--- src/rtl/ex_operand_stage_if.sv ---
`default_nettype none
// ============================================================================
//  Module      : ex_operand_stage_if
//  Description : Bundle of signals between decode, the ID/EX operand stage,
//                the writeback sources and the ALU.
//                slave  - the operand stage view (consumes id_*, exm_*,
//                         mwb_*, stall, flush; produces alu_* and ex_*)
//                master - the surrounding pipeline view (opposite directions)
//  Revision    : 1.0  initial release
// ============================================================================
interface ex_operand_stage_if #(
   parameter int XLEN = 64,
   parameter int REGW = 5
);
   // decode side
   logic            id_valid;
   logic [6:0]      id_opcode;
   logic [2:0]      id_funct3;
   logic            id_funct7_5;
   logic [REGW-1:0] id_rs1;
   logic [REGW-1:0] id_rs2;
   logic [REGW-1:0] id_rd;
   logic [XLEN-1:0] id_rs1_data;
   logic [XLEN-1:0] id_rs2_data;
   logic [XLEN-1:0] id_imm;

   // pipeline control
   logic            stall;
   logic            flush;

   // writeback sources used for forwarding
   logic            exm_regwrite;
   logic [REGW-1:0] exm_rd;
   logic [XLEN-1:0] exm_result;
   logic            mwb_regwrite;
   logic [REGW-1:0] mwb_rd;
   logic [XLEN-1:0] mwb_result;

   // ALU / EX side
   logic [XLEN-1:0] alu_data1;
   logic [XLEN-1:0] alu_data2;
   logic [3:0]      alu_op;
   logic            ex_valid;
   logic            ex_regwrite;
   logic            ex_memread;
   logic            ex_memwrite;
   logic            ex_branch;
   logic [REGW-1:0] ex_rd;
   logic [XLEN-1:0] ex_store_data;
   logic            load_use_stall;

   modport slave (
      input  id_valid, id_opcode, id_funct3, id_funct7_5,
      input  id_rs1, id_rs2, id_rd, id_rs1_data, id_rs2_data, id_imm,
      input  stall, flush,
      input  exm_regwrite, exm_rd, exm_result,
      input  mwb_regwrite, mwb_rd, mwb_result,
      output alu_data1, alu_data2, alu_op,
      output ex_valid, ex_regwrite, ex_memread, ex_memwrite, ex_branch,
      output ex_rd, ex_store_data, load_use_stall
   );

   modport master (
      output id_valid, id_opcode, id_funct3, id_funct7_5,
      output id_rs1, id_rs2, id_rd, id_rs1_data, id_rs2_data, id_imm,
      output stall, flush,
      output exm_regwrite, exm_rd, exm_result,
      output mwb_regwrite, mwb_rd, mwb_result,
      input  alu_data1, alu_data2, alu_op,
      input  ex_valid, ex_regwrite, ex_memread, ex_memwrite, ex_branch,
      input  ex_rd, ex_store_data, load_use_stall
   );
endinterface
`default_nettype wire

--- src/rtl/ex_operand_stage.sv ---
`default_nettype none
// ============================================================================
//  Module      : ex_operand_stage
//  Description : ID/EX pipeline stage of the RV64I core. Registers decoded
//                fields and operands, generates the 4-bit ALU opcode,
//                resolves EX/MEM and MEM/WB forwarding, detects load-use
//                hazards (inserting a bubble) and honours stall / flush.
//  Ports       : clk, rst_n (async, active low)
//                bus (ex_operand_stage_if.slave):
//                  id_*            decoded instruction from ID
//                  stall, flush    pipeline-wide hold / kill
//                  exm_*, mwb_*    forwarding sources
//                  alu_data1/2,
//                  alu_op          ALU operands and opcode
//                  ex_*            registered control, rd and store data
//                  load_use_stall  request upstream to hold IF/ID
//  Revision    : 1.0  initial release
// ============================================================================
module ex_operand_stage #(
   parameter int XLEN = 64,
   parameter int REGW = 5
) (
   input logic                clk,
   input logic                rst_n,
   ex_operand_stage_if.slave  bus
);

   localparam logic [6:0] OP_R      = 7'b0110011;
   localparam logic [6:0] OP_I      = 7'b0010011;
   localparam logic [6:0] OP_LOAD   = 7'b0000011;
   localparam logic [6:0] OP_STORE  = 7'b0100011;
   localparam logic [6:0] OP_BRANCH = 7'b1100011;

   localparam logic [3:0] ALU_ADD = 4'b0000;
   localparam logic [3:0] ALU_SUB = 4'b1000;

   // ------------------------------------------------------------------
   // Stage registers
   // ------------------------------------------------------------------
   logic            valid_q,    valid_d;
   logic            regwrite_q, regwrite_d;
   logic            memread_q,  memread_d;
   logic            memwrite_q, memwrite_d;
   logic            branch_q,   branch_d;
   logic            sel_rs2_q,  sel_rs2_d;   // operand 2 from rs2 (R, BRANCH)
   logic [REGW-1:0] rd_q,       rd_d;
   logic [REGW-1:0] rs1_q,      rs1_d;
   logic [REGW-1:0] rs2_q,      rs2_d;
   logic [XLEN-1:0] rs1_data_q, rs1_data_d;
   logic [XLEN-1:0] rs2_data_q, rs2_data_d;
   logic [XLEN-1:0] imm_q,      imm_d;
   logic [3:0]      alu_op_q,   alu_op_d;

   // ------------------------------------------------------------------
   // Decode of the instruction currently in ID
   // ------------------------------------------------------------------
   logic       is_r, is_i, is_load, is_store, is_branch, is_known;
   logic       id_uses_rs2;
   logic [3:0] id_alu_op;
   logic       load_use;

   always_comb begin
      is_r        = (bus.id_opcode == OP_R);
      is_i        = (bus.id_opcode == OP_I);
      is_load     = (bus.id_opcode == OP_LOAD);
      is_store    = (bus.id_opcode == OP_STORE);
      is_branch   = (bus.id_opcode == OP_BRANCH);
      is_known    = is_r | is_i | is_load | is_store | is_branch;
      id_uses_rs2 = is_r | is_store | is_branch;

      id_alu_op = ALU_ADD;
      if (is_r) begin
         id_alu_op = {bus.id_funct7_5, bus.id_funct3};
      end else if (is_i) begin
         // Bit 30 only selects srai; for addi it is just immediate bits.
         id_alu_op = {bus.id_funct7_5 & (bus.id_funct3 == 3'b101), bus.id_funct3};
      end else if (is_branch) begin
         id_alu_op = ALU_SUB;
      end
   end

   // Hazard against the load currently in EX. The rs1 compare is made
   // regardless of class so the check stays conservative.
   always_comb begin
      load_use = valid_q & memread_q & (rd_q != '0) & bus.id_valid &
                 ((rd_q == bus.id_rs1) | ((rd_q == bus.id_rs2) & id_uses_rs2));
   end

   // ------------------------------------------------------------------
   // Next-state selection: flush > stall > load-use bubble > capture
   // ------------------------------------------------------------------
   always_comb begin
      valid_d    = valid_q;
      regwrite_d = regwrite_q;
      memread_d  = memread_q;
      memwrite_d = memwrite_q;
      branch_d   = branch_q;
      sel_rs2_d  = sel_rs2_q;
      rd_d       = rd_q;
      rs1_d      = rs1_q;
      rs2_d      = rs2_q;
      rs1_data_d = rs1_data_q;
      rs2_data_d = rs2_data_q;
      imm_d      = imm_q;
      alu_op_d   = alu_op_q;

      if (bus.flush || (!bus.stall && load_use)) begin
         // Kill or bubble: only control is cleared, data simply holds.
         valid_d    = 1'b0;
         regwrite_d = 1'b0;
         memread_d  = 1'b0;
         memwrite_d = 1'b0;
         branch_d   = 1'b0;
      end else if (!bus.stall) begin
         valid_d    = bus.id_valid & is_known;
         regwrite_d = bus.id_valid & (is_r | is_i | is_load);
         memread_d  = bus.id_valid & is_load;
         memwrite_d = bus.id_valid & is_store;
         branch_d   = bus.id_valid & is_branch;
         sel_rs2_d  = is_r | is_branch;
         rd_d       = bus.id_rd;
         rs1_d      = bus.id_rs1;
         rs2_d      = bus.id_rs2;
         rs1_data_d = bus.id_rs1_data;
         rs2_data_d = bus.id_rs2_data;
         imm_d      = bus.id_imm;
         alu_op_d   = id_alu_op;
      end
   end

   always_ff @(posedge clk or negedge rst_n) begin
      if (!rst_n) begin
         valid_q    <= 1'b0;
         regwrite_q <= 1'b0;
         memread_q  <= 1'b0;
         memwrite_q <= 1'b0;
         branch_q   <= 1'b0;
         sel_rs2_q  <= 1'b0;
         rd_q       <= '0;
         rs1_q      <= '0;
         rs2_q      <= '0;
         rs1_data_q <= '0;
         rs2_data_q <= '0;
         imm_q      <= '0;
         alu_op_q   <= '0;
      end else begin
         valid_q    <= valid_d;
         regwrite_q <= regwrite_d;
         memread_q  <= memread_d;
         memwrite_q <= memwrite_d;
         branch_q   <= branch_d;
         sel_rs2_q  <= sel_rs2_d;
         rd_q       <= rd_d;
         rs1_q      <= rs1_d;
         rs2_q      <= rs2_d;
         rs1_data_q <= rs1_data_d;
         rs2_data_q <= rs2_data_d;
         imm_q      <= imm_d;
         alu_op_q   <= alu_op_d;
      end
   end

   // ------------------------------------------------------------------
   // Forwarding: EX/MEM beats MEM/WB, x0 is never forwarded
   // ------------------------------------------------------------------
   logic [XLEN-1:0] fwd_rs1, fwd_rs2;

   always_comb begin
      fwd_rs1 = rs1_data_q;
      if (bus.exm_regwrite && (bus.exm_rd == rs1_q) && (rs1_q != '0)) begin
         fwd_rs1 = bus.exm_result;
      end else if (bus.mwb_regwrite && (bus.mwb_rd == rs1_q) && (rs1_q != '0)) begin
         fwd_rs1 = bus.mwb_result;
      end

      fwd_rs2 = rs2_data_q;
      if (bus.exm_regwrite && (bus.exm_rd == rs2_q) && (rs2_q != '0)) begin
         fwd_rs2 = bus.exm_result;
      end else if (bus.mwb_regwrite && (bus.mwb_rd == rs2_q) && (rs2_q != '0)) begin
         fwd_rs2 = bus.mwb_result;
      end
   end

   // ------------------------------------------------------------------
   // Outputs; control is gated by valid so an invalid slot never acts
   // ------------------------------------------------------------------
   assign bus.alu_data1      = fwd_rs1;
   assign bus.alu_data2      = sel_rs2_q ? fwd_rs2 : imm_q;
   assign bus.ex_store_data  = fwd_rs2;
   assign bus.alu_op         = alu_op_q;
   assign bus.ex_valid       = valid_q;
   assign bus.ex_regwrite    = valid_q & regwrite_q;
   assign bus.ex_memread     = valid_q & memread_q;
   assign bus.ex_memwrite    = valid_q & memwrite_q;
   assign bus.ex_branch      = valid_q & branch_q;
   assign bus.ex_rd          = rd_q;
   assign bus.load_use_stall = load_use;

endmodule
`default_nettype wire
--- src/flat_wrapper.sv ---
// flat-port wrapper written by rule: the top's interface ports become plain ports
module ex_operand_stage_flat 
#(
   parameter int XLEN = 64,
   parameter int REGW = 5
)
  (clk, rst_n, bus_id_valid, bus_id_opcode, bus_id_funct3, bus_id_funct7_5, bus_id_rs1, bus_id_rs2, bus_id_rd, bus_id_rs1_data, bus_id_rs2_data, bus_id_imm, bus_stall, bus_flush, bus_exm_regwrite, bus_exm_rd, bus_exm_result, bus_mwb_regwrite, bus_mwb_rd, bus_mwb_result, bus_alu_data1, bus_alu_data2, bus_alu_op, bus_ex_valid, bus_ex_regwrite, bus_ex_memread, bus_ex_memwrite, bus_ex_branch, bus_ex_rd, bus_ex_store_data, bus_load_use_stall);
  ex_operand_stage_if #(.XLEN(XLEN), .REGW(REGW)) bus_i ();
  input logic clk;
  input logic rst_n;
  input wire logic [$bits(bus_i.id_valid)-1:0] bus_id_valid;
  input wire logic [$bits(bus_i.id_opcode)-1:0] bus_id_opcode;
  input wire logic [$bits(bus_i.id_funct3)-1:0] bus_id_funct3;
  input wire logic [$bits(bus_i.id_funct7_5)-1:0] bus_id_funct7_5;
  input wire logic [$bits(bus_i.id_rs1)-1:0] bus_id_rs1;
  input wire logic [$bits(bus_i.id_rs2)-1:0] bus_id_rs2;
  input wire logic [$bits(bus_i.id_rd)-1:0] bus_id_rd;
  input wire logic [$bits(bus_i.id_rs1_data)-1:0] bus_id_rs1_data;
  input wire logic [$bits(bus_i.id_rs2_data)-1:0] bus_id_rs2_data;
  input wire logic [$bits(bus_i.id_imm)-1:0] bus_id_imm;
  input wire logic [$bits(bus_i.stall)-1:0] bus_stall;
  input wire logic [$bits(bus_i.flush)-1:0] bus_flush;
  input wire logic [$bits(bus_i.exm_regwrite)-1:0] bus_exm_regwrite;
  input wire logic [$bits(bus_i.exm_rd)-1:0] bus_exm_rd;
  input wire logic [$bits(bus_i.exm_result)-1:0] bus_exm_result;
  input wire logic [$bits(bus_i.mwb_regwrite)-1:0] bus_mwb_regwrite;
  input wire logic [$bits(bus_i.mwb_rd)-1:0] bus_mwb_rd;
  input wire logic [$bits(bus_i.mwb_result)-1:0] bus_mwb_result;
  output wire logic [$bits(bus_i.alu_data1)-1:0] bus_alu_data1;
  output wire logic [$bits(bus_i.alu_data2)-1:0] bus_alu_data2;
  output wire logic [$bits(bus_i.alu_op)-1:0] bus_alu_op;
  output wire logic [$bits(bus_i.ex_valid)-1:0] bus_ex_valid;
  output wire logic [$bits(bus_i.ex_regwrite)-1:0] bus_ex_regwrite;
  output wire logic [$bits(bus_i.ex_memread)-1:0] bus_ex_memread;
  output wire logic [$bits(bus_i.ex_memwrite)-1:0] bus_ex_memwrite;
  output wire logic [$bits(bus_i.ex_branch)-1:0] bus_ex_branch;
  output wire logic [$bits(bus_i.ex_rd)-1:0] bus_ex_rd;
  output wire logic [$bits(bus_i.ex_store_data)-1:0] bus_ex_store_data;
  output wire logic [$bits(bus_i.load_use_stall)-1:0] bus_load_use_stall;
  assign bus_i.id_valid = bus_id_valid;
  assign bus_i.id_opcode = bus_id_opcode;
  assign bus_i.id_funct3 = bus_id_funct3;
  assign bus_i.id_funct7_5 = bus_id_funct7_5;
  assign bus_i.id_rs1 = bus_id_rs1;
  assign bus_i.id_rs2 = bus_id_rs2;
  assign bus_i.id_rd = bus_id_rd;
  assign bus_i.id_rs1_data = bus_id_rs1_data;
  assign bus_i.id_rs2_data = bus_id_rs2_data;
  assign bus_i.id_imm = bus_id_imm;
  assign bus_i.stall = bus_stall;
  assign bus_i.flush = bus_flush;
  assign bus_i.exm_regwrite = bus_exm_regwrite;
  assign bus_i.exm_rd = bus_exm_rd;
  assign bus_i.exm_result = bus_exm_result;
  assign bus_i.mwb_regwrite = bus_mwb_regwrite;
  assign bus_i.mwb_rd = bus_mwb_rd;
  assign bus_i.mwb_result = bus_mwb_result;
  assign bus_alu_data1 = bus_i.alu_data1;
  assign bus_alu_data2 = bus_i.alu_data2;
  assign bus_alu_op = bus_i.alu_op;
  assign bus_ex_valid = bus_i.ex_valid;
  assign bus_ex_regwrite = bus_i.ex_regwrite;
  assign bus_ex_memread = bus_i.ex_memread;
  assign bus_ex_memwrite = bus_i.ex_memwrite;
  assign bus_ex_branch = bus_i.ex_branch;
  assign bus_ex_rd = bus_i.ex_rd;
  assign bus_ex_store_data = bus_i.ex_store_data;
  assign bus_load_use_stall = bus_i.load_use_stall;
  ex_operand_stage #(.XLEN(XLEN), .REGW(REGW)) u_core (.clk(clk), .rst_n(rst_n), .bus(bus_i));
endmodule
--- config.mk ---
export PLATFORM = sky130hd
export DESIGN_NAME = ex_operand_stage_flat
export DESIGN_NICKNAME = d
export VERILOG_FILES = /design/src/rtl/ex_operand_stage_if.sv /design/src/rtl/ex_operand_stage.sv /design/src/flat_wrapper.sv
export SDC_FILE = /design/constraint.sdc
export NUM_CORES = 1
export LEC_CHECK = 0
export CORE_AREA = 2 2 223 225
export CTS_BUF_LIST = sky130_fd_sc_hd__clkbuf_8
export DETAILED_ROUTE_END_ITERATION = 12
export DIE_AREA = 0 0 225 227
export GPL_ROUTABILITY_DRIVEN = 0
export PLACE_DENSITY = 0.63
export REMOVE_ABC_BUFFERS = 1
export SLEW_MARGIN = 0
export SYNTH_ARGS = -nofsm -noshare
export SYNTH_HDL_FRONTEND = slang
export SYNTH_SLANG_ARGS = --single-unit
export TNS_END_PERCENT = 5
--- constraint.sdc ---
create_clock -name clk -period 3.3 [get_ports clk]
set_input_delay 0.33 -clock clk [delete_from_list [all_inputs] [get_ports clk]]
set_output_delay 0.33 -clock clk [all_outputs]
set_load 0.05 [all_outputs]
==> flow_summary.yaml, run 1 <==
timing:
  rsz0062_at_grt: "yes"
  final_hold_viol_count: 0
  drv_slew: 0
  fin_skew_ns: 0.0352
  worst_pin_slew_ns: 1.37
  relSlewSlack: 0.0894
  fmax_ghz: 0.298
  min_period_ns: 3.36
  setup_viol: 28
  whs_ns: 0.321
  tns_ns: -0.568
  setup_slack_ns: -0.0592
  min_period_over_period: 1.02
yosys:
  yosysSeqAreaShare: 0.442
  synth-simple-area-share: 0.0914
  synthCells: 1133
  synthArstFlopShare: 1.00
  syn_area_um2: 12300
  synthTopCellsByArea: "dfrtp_1 44%, mux2_1 16%, mux2_2 9.3%, o21ai_0 5.2%, mux2i_1 5.2%"
  synth_most_common_cell: "dfrtp_1"
  syn_avg_cell_area_um2: 10.9
  synth_warnings: 0
  synth_top_flop_cell: "dfrtp_1"
  synth_adder_area_share: 0
  synthXorXnorAreaFrac: 0.0221
  synth_compound_area_frac: 0.0974
  synthMuxAreaShare: 0.302
  synth_edf_count: 0
  synth-seq-cells: 217
  netlist_top_cells_count: "217 x dfrtp_1, 171 x mux2_1, 129 x o21ai_0"
  synth_top_family_by_area: "multiplexers"
  yosysUniqueCellTypes: 44
  yosysTopAreaCell: "dfrtp_1"
  yosys.area.top_type_share: 0.442
setup_path:
  crit_arrival_ns: 3.03
  criticalPathCategory: "reg2out"
  crit_buf_inv: 4
  crit_family: "simple AND/OR/NAND/NOR gates"
  r2r-start: "u_core.bus.ex_rd[0]"
  critPathMaxFanout: 8
  crit_top_cell: "buf_12"
  cp.required_ns: 2.97
  r2r-end: "u_core.rs2_data_q[62]"
  reg2reg_depth: 6
  slowest_delay_ns: 0.58
  crit_slowest_cell: "or4_4"
  ff2ff_setup_slack_ns: 0.72
  endpoint_kind: "output pin"
  path_cells: "or4_4 > o211ai_1 > buf_4 > buf_12 > buf_12 > nor3_1 > a31oi_1 > mux2_4 > buf_12"
  critPathLaunchType: "flop"
run_status:
  violations: "negative setup slack"
  run_status: "finished with violations"
drt:
  vias: 12298
  routedWlPerCell_um: 23.7
  drt_iter0_markers: 635
  dr.pass1.iters: 6
  via_per_inst: 5.00
  drc: 0
  finalWirelength_um: 58400
  antenna_left: 0
finish:
  syn2layout_area_growth_pct: 88.6
  drive_gt1_frac: 0.308
  finalNetCount: 2162
  fillers: 4351
  multi_input_area_um2: 6780
  regArea_um2: 5440
floorplan:
  num_rows: 81
  coreArea_um2: 48500
  die-area_um2: 51100
  io_pins: 570
  start_util: 0.253
  fp.dieW_um: 225
  die_y_um: 227
power_and_ir_drop:
  power_frac_seq: 0.267
  p_sw_frac: 0.375
  combPwrFrac: 0.502
  p_sw_mw: 4.60
  p_int_mw: 7.65
  power_frac_clock: 0.231
  p_leak_nw: 9.15
  vdd.ir_drop.worst_mv: 0.388
  p_per_area_nw_per_um2: 528
global_routing:
  first_global_vias: 13227
  overflow: 0
  grt.total_usage: 0.209
  grt_pass1_wl_um: 80600
  grt_max_degree: 74
  grt_antenna_before_repair: 6
clocking:
  tritoncts: "built"
  root_buffer: "clkbuf_8"
  htreeDepth: 2
  cts_sinks: 217
  clk_pin_slew_worst_paths_ns: 0.06
  clk_latency_ns: 0.58
  clk_path_buf_depth: 3
  numCtsBuffers: 43
flow_run:
  maxCapViolCount: 0
min_path:
  hp-class: "in2async"
place:
  io_buffers: 569
  dpl.hpwl_um: 39900
## how the worst max path moves through the flow
stage / slack, ns / end / cells past startpoint / startpoint
2_1_floorplan: -8.64 / bus_alu_data1[0] / 4 / u_core.rs1_q[2]
3_3_place_gp: 0.08 / bus_alu_data1[15] / 8 / bus_mwb_rd[4]
3_5_place_dp: 0.09 / bus_alu_data1[15] / 8 / bus_mwb_rd[4]
4_1_cts: -0.1 / bus_alu_data2[24] / 8 / u_core.rs2_q[3]
5_1_grt: -0.21 / bus_alu_data2[29] / 9 / u_core.rs2_q[3]
6_report: -0.06 / bus_alu_data2[52] / 9 / u_core.rs2_q[3]
## power groups by stage
stage	sequential (mW)	clock (mW)	combinational, mW
2_1_floorplan	3.26	0	2.54
3_3_place_gp	3.29	0	5.74
3_5_place_dp	3.31	0	5.78
4_1_cts	3.26	2.92	5.90
5_1_grt	3.31	3.05	6.39
6_report	3.27	2.82	6.14
## layer usage
layer	up-vias	track usage	wire, µm
li1	5513	-	-
met3	132	0.0590	4720
met5	-	0	13
met2	567	0.360	28900
met1	6084	0.240	22400
met4	2	0.0961	2350
## repair_timing
item / 4_1_cts / 5_1_grt
gates cloned: 3 / 8
setup endpoints to repair: 157 / 139
buffers inserted: 15 / 12
gates resized for setup: 44 / 98
pin swaps: 2 / 12
endpoints found under the hold margin: 70 / 0
hold buffers: 1 / 0
## kinds of logic (layout without fill, tap and decap cells)
| logic type | after synthesis | after routing |
|---|---|---|
| buf+inv | 105 | 804 |
| flops | 217 | 217 |
| xor+xnor | 31 | 31 |
| mux | 337 | 337 |
| simple gates | 232 | 232 |
| compound gates | 211 | 211 |
| other cells | 0 | 5 |
## flip-flops by register name, indices dropped and copies added (netlist names), 4 cells and up
register and cells:
u_core.imm_q 64, u_core.rs1_data_q 64, u_core.rs2_data_q 64, u_core.bus.ex_rd 5, u_core.rs1_q 5, u_core.rs2_q 5, u_core.bus.alu_op 4
## cell usage in the layout (no fill, tap or decap), types with 6 or more instances in the layout
master,count
clkdlybuf4s50_1,375
buf_12,218
dfrtp_1,215
mux2_1,171
buf_4,108
o21ai_0,92
nand2_1,75
mux2_2,73
nand3_1,64
mux2i_1,64
clkbuf_8,56
nor3_1,43
a31oi_1,40
o21ai_1,38
mux2_4,29
inv_1,26
xnor2_1,25
a31oi_2,20
nor3_2,20
clkbuf_16,6
buf_6,6
## cell type report
| cell class | instances | share of cell area |
|---|---|---|
| diodes | 5 | 0.000539 |
| clock buffers | 56 | 0.0332 |
| clock inverters | 22 | 0.00475 |
| inverters | 6 | 0.000971 |
| multi-input cells | 811 | 0.292 |
| flip-flops and latches | 217 | 0.234 |
| well taps | 622 | 0.0336 |
| repair buffers | 720 | 0.400 |
## through the flow
step	std cells	power [mW]	cell area [µm²]	utilization	setup slack, ns
after floorplan	1034	5.80	11800	-	-8.64
after global placement	2338	9.03	21300	0.438	0.0834
after detailed placement	2338	9.09	21300	0.438	0.0853
after CTS	2435	12.1	22500	0.463	-0.0970
after global routing	2458	12.7	23200	0.478	-0.211
final	2459	12.2	23200	0.478	-0.0592
Note: power is estimated with default switching activity, not from simulation.
==> run 2, diff against run 1 <==
--- a/config.mk
+++ b/config.mk
@@ -10,6 +10,7 @@
 export DETAILED_ROUTE_END_ITERATION = 12
 export DIE_AREA = 0 0 225 227
 export GPL_ROUTABILITY_DRIVEN = 0
+export GPL_TIMING_DRIVEN = 0
 export PLACE_DENSITY = 0.63
 export REMOVE_ABC_BUFFERS = 1
 export SLEW_MARGIN = 0
==> run 2 against run 1 <==
The run still ends with negative setup slack left. Setup slack got worse by 0.26 ns. Via count up 0.15%. Critical endpoint is now bus_alu_data1[60]. Critical path depth increased by 4. Non-clock buffer count is 22 lower. Wire length is 3.6% lower.
==> flow_summary.yaml, run 2 (same netlist as run 1, synthesis figures left out) <==
timing:
  worst_pin_slew_ns: 0.758
  min_period_ns: 3.62
  fin_skew_ns: 0.0328
  setup_viol: 161
  relSlewSlack: 0.494
  final_hold_viol_count: 0
  setup_slack_ns: -0.320
  rsz0062_at_grt: "yes"
  min_period_over_period: 1.10
  drv_slew: 0
  fmax_ghz: 0.276
setup_path:
  crit_slowest_cell: "or4_4"
  path_cells: "or4_4 > nor2_4 > nor4_4 > buf_4 > buf_6 > buf_8 > buf_6 > buf_8 > buf_8 > buf_8 > mux2i_2 > o21ai_1 > buf_6"
  cp.required_ns: 2.97
  slowest_delay_ns: 0.55
  cp.depth: 13
  critPathMaxFanout: 6
  r2r-start: "u_core.bus.ex_rd[2]"
  crit_family: "buffers and inverters"
  endpoint_kind: "output pin"
  ff2ff_setup_slack_ns: -0.02
  reg2reg_depth: 8
  critPathLaunchType: "flop"
  crit_buf_inv: 8
  r2r-end: "u_core.rs2_data_q[40]"
  startpoint: "u_core.rs1_q[2]"
  crit_top_cell: "buf_8"
  criticalPathCategory: "reg2out"
  crit_arrival_ns: 3.29
  setup.worst_path.end: "bus_alu_data1[60]"
run_status:
  run_status: "finished with violations"
  violations: "negative setup slack"
finish:
  stdcell_count: 2441
  finalCoreUtilization: 0.443
  layout_commonest_cell: "clkdlybuf4s50_1"
  top_regs: "u_core.imm_q: 64 flops, u_core.rs1_data_q: 64 flops, u_core.rs2_data_q: 64 flops"
  drive_gt1_frac: 0.308
  finalNetCount: 2145
  mostFrequentLayoutCells: "375 x clkdlybuf4s50_1, 209 x dfrtp_1, 171 x mux2_1"
  syn2layout_area_growth_pct: 74.8
  final_area_um2: 21500
clocking:
  numCtsBuffers: 44
  htreeDepth: 2
  clk_latency_ns: 0.61
  clk_path_buf_depth: 3
  clk_pin_slew_worst_paths_ns: 0.06
  cts_sinks: 217
  tritoncts: "built"
  root_buffer: "clkbuf_8"
power_and_ir_drop:
  p_leak_nw: 8.45
  p_per_area_nw_per_um2: 518
  power_frac_clock: 0.270
  combPwrFrac: 0.436
  vdd.ir_drop.worst_mv: 0.371
  p_int_mw: 6.67
  p_sw_frac: 0.401
  power_frac_seq: 0.294
  finalPower_mw: 11.1
  p_sw_mw: 4.46
global_routing:
  grt_max_degree: 108
  first_global_vias: 12986
  overflow: 0
  grt_antenna_before_repair: 2
  grt.total_usage: 0.210
  grt_pass1_wl_um: 81000
floorplan:
  die-area_um2: 51100
  fp.dieW_um: 225
  io_pins: 570
  num_rows: 81
  coreArea_um2: 48500
  die_y_um: 227
  start_util: 0.253
drt:
  drc: 0
  drt_iter0_markers: 705
  via_per_inst: 5.05
  finalWirelength_um: 56300
  vias: 12316
  routedWlPerCell_um: 23.0
  dr.pass1.iters: 5
  antenna_left: 0
min_path:
  hp-class: "in2async"
place:
  dpl_cell_area_um2: 19100
  dp_slack_ns: -1.46
  dpl.hpwl_um: 38400
  numPlacedInstances: 2284
  io_buffers: 569
flow_run:
  maxCapViolCount: 0
## run 2: cell types whose count changed in the layout (fill, tap and decap cells not counted), sizes merged, moves of 2 or more
cell | before | now
clkinv | 1 | 7
buf | 337 | 278
clkdlybuf4s15 | 0 | 18
clkbuf | 62 | 71
dlygate4sd2 | 0 | 6
clkinvlp | 0 | 2
dlymetal6s2s | 0 | 5
diode | 5 | 2
inv | 26 | 20
## run 2: how the worst min path moves through the flow
stage | startpoint | end | slack, ns | cells past startpoint
final | rst_n | u_core.rs1_data_q[7] | 0.13 | 2
after global routing | rst_n | u_core.rs1_data_q[7] | 0.09 | 2
after CTS | rst_n | u_core.rs1_data_q[7] | 0.07 | 2
after detailed placement | rst_n | u_core.rs1_data_q[25] | 0.14 | 1
after global placement | u_core.rs2_data_q[24] | u_core.rs2_data_q[24] | 0.46 | 1
after floorplan | rst_n | u_core.branch_q | 0.03 | 0
## run 2: layer usage
| layer | share of wire | up-vias | global-route usage |
|---|---|---|---|
| met5 | 0 | - | 0 |
| met4 | 0.034 | 0 | 0.0722 |
| met3 | 0.070 | 114 | 0.0516 |
| met2 | 0.51 | 526 | 0.374 |
| met1 | 0.39 | 6195 | 0.246 |
| li1 | - | 5481 | - |
## run 2: power by group through the flow
stage | combinational (mW) | clock [mW] | sequential (mW)
6_report | 4.86 | 3.01 | 3.27
3_5_place_dp | 4.44 | 0 | 3.30
2_1_floorplan | 2.54 | 0 | 3.26
5_1_grt | 5.06 | 3.22 | 3.31
4_1_cts | 4.65 | 3.10 | 3.26
3_3_place_gp | 4.33 | 0 | 3.29
## run 2: cell type report
type / instances / area, µm²
Inverter: 6 / 22.5
Antenna cell: 2 / 5.00
Timing Repair Buffer: 698 / 7330
Sequential cell: 217 / 5450
Clock inverter: 25 / 163
Fill cell: 4598 / 27000
Clock buffer: 56 / 771
Tap cell: 622 / 778
Multi-Input combinational cell: 815 / 6980
## run 2: timing repair
item                                    4_1_cts  5_1_grt
pin swaps                                    20       19
cloned                                        6        3
buffers inserted                             39       26
gates resized for setup                     952      453
hold buffers                                  1        0
endpoints found under the setup margin      219      236
endpoints found under the hold margin       217        0
## run 2: per-stage QoR
step                hold WS, ns  TNS (ns)
global route             0.0903    -49.32
CTS                      0.0719    -49.69
detailed placement        0.140   -176.91
global placement          0.462  -4622.19
finish                    0.126    -23.22
floorplan                0.0344  -1351.62
